--- src/rtl/m2_pwr_seq.sv ---
// M2 power sequencer: drives the power switch and isolation clamp, gates M1->M2 ready,
// and drains execute activity before isolating and removing power.
module m2_pwr_seq #(
    parameter int ACK_TIMEOUT   = 64,
    parameter int SETTLE_CYCLES = 4,
    parameter int DRAIN_CYCLES  = 2
) (
    input  logic ck,
    input  logic arst,
    input  logic pup_req,
    input  logic pdn_req,
    input  logic clr_err,
    input  logic pwr_ack,
    input  logic ready_in,
    input  logic execute_in,
    output logic ready_gated,
    output logic isolateM1M2,
    output logic pwr_en,
    output logic on,
    output logic busy,
    output logic err
);
    localparam int MAX_AS = (ACK_TIMEOUT > SETTLE_CYCLES) ? ACK_TIMEOUT : SETTLE_CYCLES;
    localparam int MAX_C  = (MAX_AS > DRAIN_CYCLES) ? MAX_AS : DRAIN_CYCLES;
    localparam int CW     = $clog2(MAX_C + 1);

    typedef enum logic [2:0] {
        S_OFF    = 3'd0,
        S_PUP    = 3'd1,
        S_SETTLE = 3'd2,
        S_ON     = 3'd3,
        S_DRAIN  = 3'd4,
        S_ISO    = 3'd5,
        S_PDN    = 3'd6,
        S_FAULT  = 3'd7
    } state_t;

    state_t          state_q, state_d;
    logic [CW-1:0]   cnt_q, cnt_d, cnt_n;
    logic            iso_q, pwr_en_q, on_q, busy_q, err_q;

    // Output decode {iso, pwr_en, on, busy, err}; unknown encodings fall back to a clamped, unpowered state
    function automatic logic [4:0] outs_of(input state_t s);
        case (s)
            S_OFF:    outs_of = 5'b10000;
            S_PUP:    outs_of = 5'b11010;
            S_SETTLE: outs_of = 5'b11010;
            S_ON:     outs_of = 5'b01100;
            S_DRAIN:  outs_of = 5'b01010;
            S_ISO:    outs_of = 5'b11010;
            S_PDN:    outs_of = 5'b10010;
            S_FAULT:  outs_of = 5'b10001;
            default:  outs_of = 5'b10001;
        endcase
    endfunction

    // Next-state and shared counter logic; counter clears whenever the state changes
    always_comb begin
        state_d = state_q;
        cnt_n   = cnt_q;
        case (state_q)
            S_OFF: begin
                if (pup_req) state_d = S_PUP;
                else         state_d = S_OFF;
            end
            S_PUP: begin
                if (pwr_ack)                               state_d = S_SETTLE;
                else if (cnt_q == CW'(ACK_TIMEOUT - 1))    state_d = S_FAULT;
                else                                       cnt_n   = cnt_q + {{(CW-1){1'b0}}, 1'b1};
            end
            S_SETTLE: begin
                if (!pwr_ack)                              state_d = S_FAULT;
                else if (cnt_q == CW'(SETTLE_CYCLES - 1))  state_d = S_ON;
                else                                       cnt_n   = cnt_q + {{(CW-1){1'b0}}, 1'b1};
            end
            S_ON: begin
                if (!pwr_ack)     state_d = S_FAULT;
                else if (pdn_req) state_d = S_DRAIN;
                else              state_d = S_ON;
            end
            S_DRAIN: begin
                // Only an unbroken run of idle cycles counts toward the drain
                if (execute_in)                            cnt_n   = {CW{1'b0}};
                else if (cnt_q == CW'(DRAIN_CYCLES - 1))   state_d = S_ISO;
                else                                       cnt_n   = cnt_q + {{(CW-1){1'b0}}, 1'b1};
            end
            S_ISO: begin
                state_d = S_PDN;
            end
            S_PDN: begin
                if (!pwr_ack)                              state_d = S_OFF;
                else if (cnt_q == CW'(ACK_TIMEOUT - 1))    state_d = S_FAULT;
                else                                       cnt_n   = cnt_q + {{(CW-1){1'b0}}, 1'b1};
            end
            S_FAULT: begin
                if (clr_err) state_d = S_OFF;
                else         state_d = S_FAULT;
            end
            default: begin
                state_d = S_FAULT;
            end
        endcase
        if (state_d != state_q) cnt_d = {CW{1'b0}};
        else                    cnt_d = cnt_n;
    end

    // State, counter and outputs registered together so outputs always reflect the held state
    always_ff @(posedge ck or posedge arst) begin
        if (arst) begin
            state_q  <= S_OFF;
            cnt_q    <= {CW{1'b0}};
            iso_q    <= 1'b1;
            pwr_en_q <= 1'b0;
            on_q     <= 1'b0;
            busy_q   <= 1'b0;
            err_q    <= 1'b0;
        end else begin
            state_q <= state_d;
            cnt_q   <= cnt_d;
            {iso_q, pwr_en_q, on_q, busy_q, err_q} <= outs_of(state_d);
        end
    end

    assign ready_gated = ready_in & on_q;
    assign isolateM1M2 = iso_q;
    assign pwr_en      = pwr_en_q;
    assign on          = on_q;
    assign busy        = busy_q;
    assign err         = err_q;

    m2_pwr_seq_chk u_chk (
        .ck          (ck),
        .arst        (arst),
        .iso         (iso_q),
        .pwr_en      (pwr_en_q),
        .ready_gated (ready_gated),
        .in_on       (state_q == S_ON),
        .in_on_drain ((state_q == S_ON) || (state_q == S_DRAIN))
    );
endmodule

// Safety invariants on the clamp, power enable and ready gating.
module m2_pwr_seq_chk (
    input logic ck,
    input logic arst,
    input logic iso,
    input logic pwr_en,
    input logic ready_gated,
    input logic in_on,
    input logic in_on_drain
);
    a_unpowered_isolated: assert property (@(posedge ck) disable iff (arst) !pwr_en |-> iso);
    a_unclamped_states:   assert property (@(posedge ck) disable iff (arst) !iso |-> in_on_drain);
    a_ready_only_on:      assert property (@(posedge ck) disable iff (arst) ready_gated |-> in_on);
endmodule
--- config.mk ---
export PLATFORM = sky130hd
export DESIGN_NAME = m2_pwr_seq
export DESIGN_NICKNAME = d
export VERILOG_FILES = /design/src/rtl/m2_pwr_seq.sv
export SDC_FILE = /design/constraint.sdc
export NUM_CORES = 1
export LEC_CHECK = 0
export ABC_CLOCK_PERIOD_IN_PS = 2400
export CORE_MARGIN = 1
export CORE_UTILIZATION = 40
export CTS_CLUSTER_SIZE = 20
export DETAILED_ROUTE_END_ITERATION = 16
export GPL_ROUTABILITY_DRIVEN = 0
export HOLD_SLACK_MARGIN = 0.05
export PLACE_DENSITY = 0.71
export SLEW_MARGIN = 0
export SYNTH_ARGS = -nofsm -noshare
export SYNTH_HDL_FRONTEND = slang
export SYNTH_SLANG_ARGS = --single-unit
--- constraint.sdc ---
create_clock -name ck -period 2.4 [get_ports ck]
set_input_delay 0.24 -clock ck [delete_from_list [all_inputs] [get_ports ck]]
set_output_delay 0.24 -clock ck [all_outputs]
set_load 0.005 [all_outputs]
==> After elaboration in Yosys (flattened, before gate mapping) <==
Memories as Yosys holds them, arrays and structs flattened. A register that Yosys moved wholly into a read port is not among the register bits.
Index checks and enable logic that the tools add are counted.
{ "classes": {"n_reduce_logical": 3, "n_addsub": 1, "mux": 21, "eq_ne": 16, "bitwise": 1} }
{ "op_table": {"columns": ["cell", "n"], "rows": [
  ["$mux 7", 8],
  ["$mux 3", 10],
  ["$pmux 7 s4", 1],
  ["$pmux 3 s8", 1],
  ["$eq 3x3->1 const B", 4],
  ["$ne 3x3->1 const B", 4],
  ["$add 7x1->7 const B", 1],
  ["$eq 7x1->1 const B", 1],
  ["$eq 7x2->1 const B", 1],
  ["$eq 7x6->1 const B", 1],
  ["$eq 3x2->1 const B", 2],
  ["$reduce_and 6->1", 1],
  ["$reduce_bool 5->1", 1],
  ["$ne 4x4->1 const B", 1],
  ["$eq 3x1->1 const B", 1],
  ["$logic_not 3->1", 1],
  ["$ne 3x3->1", 1],
  ["$and 1x1->1", 1],
  ["$mux 1", 1]
]} }
{ "word_totals": {"rom_bits": 40, "ff_bits": 10, "wordCells": 45, "input_bits": 8, "memories": 1} }
{ "memory_table": {"columns": ["name", "depth", "width", "rd", "rd_ports_with_merged_regs", "wr", "line_no", "rtl"], "rows": [
  ["(no name shown)", 8, 5, 1, 1, 0, "44", "case (s)"]
]} }

==> Depth between registers and ports, before layout <==
{ "depth": {"word_depth": 7, "depth_mapped": 9, "depth_no_buf": 9} }

==> Least setup slack after synthesis <==
No wires, ideal clock.
{ "synth_timing": {"path_type": "flip-flop to flip-flop", "from": "register cnt_q[0]", "to": "register busy_q, in the netlist busy", "required_ps": 2272, "stages_incl_launch_ff": 8, "t_arrival_ps": 2023, "n_path_buf": 0, "period_less_slack_ps": 2151, "path_slack_ps": 249, "cell_sequence": "dfrtp_1 -> ha_1 -> nand3_2 -> o32a_2 -> o211a_1 -> a21o_1 -> ha_1 -> mux2_1"} }
{ "synth_between": {"elab_chain_cells": 4, "word_cells_on_any_way": 11, "cone_classes": "eq/ne: 3; mux: 8"} }
{ "synth_lines": {"columns": ["element", "line_no", "rtl"], "rows": [
  ["start: declaration", "39", "logic [CW-1:0] cnt_q, cnt_d, cnt_n;"],
  ["start signal: assignment", "111", "cnt_q <= {CW{1'b0}};"],
  ["start signal: assignment", "119", "cnt_q <= cnt_d;"],
  ["$eq 7x6->1 (tied with other cells)", "68, 92", null],
  ["$mux 3, on equally long branches (2 in a row)", null, null],
  ["$pmux 3 s8 *", "61", "case (state_q)"],
  ["end: declaration", "40", "logic iso_q, pwr_en_q, on_q, busy_q, err_q;"]
]} }
Mark *: on every way between the ends. The rest lies on a longest branch, timed or not.
A chain may end at the register's enable or synchronous reset.

==> Worst setup path after layout <==
{ "layout_timing": {"from": "register cnt_q[3]", "to": "register busy_q, in the netlist busy"} }
The elaborated chain is that of the path after synthesis.

==> reports/qor.txt <==
Status - completed
CP required - 2560 ps
WHS - 296 ps
Max-cap violations - 0
CTS tree - yes
Vias - 955
CTS Buf Count - 3
Max VDD drop - 0.671 mV
Die Span X - 53.4 um
Synth cell types - 46
I/O Pins - 14
Antenna Cells - 0
Post-synth EDFFs - 0
Fmax - 0.444 GHz
Share of cells above drive strength 1 - 16.8%
Slew headroom - 63.9%
Register bit total from synthesis - 15
Fin nets - 150
Clock sinks - 15
Cell area power density - 1050 nW/um^2
Sequential area share after synthesis - 35.6%
Setup TNS - 0 ps
GRT overflow - 0
Synth top area share - 33.1%
Most frequent cells in the layout - dfrtp_1, clkdlybuf4s50_1, nor2_1
Hold Buf Count CTS - 0
Htree depth - 1
Root buffer cell - clkbuf_4
Maximum buffer depth of the clock tree - 2
Setup CP Type - reg -> reg
Routed wire length - 2320 um
Avg Cell Area, Syn - 9.05 sq um
Hold crit path type - in -> async
Iteration-0 DRC Markers - 43
Worst r2r path cells - 6
Synth area leaders - dfrtp_1, ha_1, mux2i_1
Synth Warn # - 0
Final Skew - 1.82 ps
Pins Over Slew Limit - 0
Cell Area, Synth - 1060 sq um
CP arrival - 2410 ps
Vias in the first global route - 817
Clk slew on worst S/H paths - 80 ps
Via density - 5.72
Rows - 18
DRC viols - 0
First-pass GRT wire length - 3640 um
RSZ-0062 raised after global routing - false
PortBufs - 13
CP Max Fanout - 5
Setup violations, final - 0
Predominant post-synthesis flop cell - dfrtp_1
Area Growth Syn to Fin - 21.9%
Overall Global Routing Usage - 17.8%
Crit. End Element - flop
Tmin final - 2250 ps
Core area - 2500 sq um
Startpoint types - flop
Syn Nets - 129
Async SR Flop Fraction - 100%
Leakage - 0.523 nW
Die area - 2860 sq um
Die Y - 53.4 um
Drt first pass iters - 4
Worst-Margin Slew - 540 ps
Routed len/inst - 13.9 um
Fin. Hold Viols - 0
Post-Syn Instances - 117
DP HPWL - 1690 um
Synth area leader - dfrtp_1
Antenna-violating nets left - 0
Initial Utilization - 42.3%
Period Utilization, post-route - 93.8%
Largest net degree at the start of global routing - 16
Initial antenna violation count - 0
Worst skew pair latency - 270 ps
[power by group]
group,total (mW),internal [mW],switching (mW)
combinational,0.823,0.391,0.432
sequential,0.389,0.328,0.0603
clock,0.137,0.0644,0.0728
total,1.35,0.784,0.565
[flip-flops by register name, summed over array words and instances (netlist names)]
name,count
err,1
on,1
pwr_en,1
state_q,3
isolateM1M2,1
busy,1
cnt_q,7
[critical path, cell delays in order, from the launching register on]
cell and delay, ps:
dfrtp_2 450, or4_4 490, a2111o_1 340, o211a_1 150
a21o_1 160, ha_1 250, mux2_1 280
[cell usage after synthesis (3+ instances only)]
| master | n |
|---|---|
| dfrtp_1 | 14 |
| nor2_1 | 12 |
| ha_1 | 4 |
| mux2i_1 | 5 |
| o21ai_0 | 3 |
| nand2_1 | 9 |
| inv_1 | 6 |
| a21oi_1 | 8 |
| o31ai_1 | 3 |
| a31oi_1 | 4 |
| nor3_1 | 3 |
[cells by family after synthesis]
| family | Yosys count | share of synthesized area [%] |
|---|---|---|
| simple gates | 47 | 25.3 |
| compound gates | 31 | 20.2 |
| flops | 15 | 35.6 |
| buf+inv | 13 | 7.56 |
| mux | 6 | 5.79 |
| fa+ha+maj | 4 | 4.73 |
| xor+xnor | 1 | 0.828 |
[what timing repair did]
item                       in CTS  in global routing
setup endpoints to repair       0                  1
buffers inserted                0                  1
gates resized for setup         0                  5
[layer usage]
layer | up-vias | wire, um | global-route usage, %
li1 | 472 | - | -
met1 | 434 | 1110 | 25.8
met2 | 44 | 1030 | 25.0
met3 | 5 | 136 | 1.72
met4 | 0 | 40 | 10.1
met5 | - | 0 | 0
[per-stage QoR]
step | setup slack [ps] | utilization [%] | cells | total power, mW | instance area, sq um
floorplan | 249 | - | 117 | 0.992 | 1060
global placement | 163 | 49.4 | 162 | 1.17 | 1240
detailed placement | 94.7 | 49.4 | 162 | 1.19 | 1240
CTS | 87.0 | 50.5 | 166 | 1.33 | 1260
global route | 11.1 | 51.6 | 167 | 1.48 | 1290
finish | 149 | 51.6 | 167 | 1.35 | 1290
[worst paths after layout]
check                                     start              endpoint  slack [ps]
max                        cnt_q[3]$_DFFE_PP0P_        busy$_DFF_PP0_         150
min                                        arst  cnt_q[5]$_DFFE_PP0P_         300
min reg2reg                cnt_q[3]$_DFFE_PP0P_  cnt_q[3]$_DFFE_PP0P_         620
max reg2reg                cnt_q[3]$_DFFE_PP0P_        busy$_DFF_PP0_         150
min in group ck            cnt_q[3]$_DFFE_PP0P_  cnt_q[3]$_DFFE_PP0P_         620
max in group asynchronous                  arst  cnt_q[3]$_DFFE_PP0P_        1720
[area by class of cell]
class                      count  area (sq um)
inverter                       6          22.5
timing repair buffer          23           205
clock buffer                   4          26.3
multi-input combinational     89           621
sequential                    15           378
tap                           30          37.5
fill                         234          1210
(Power assumes the default switching activity.)
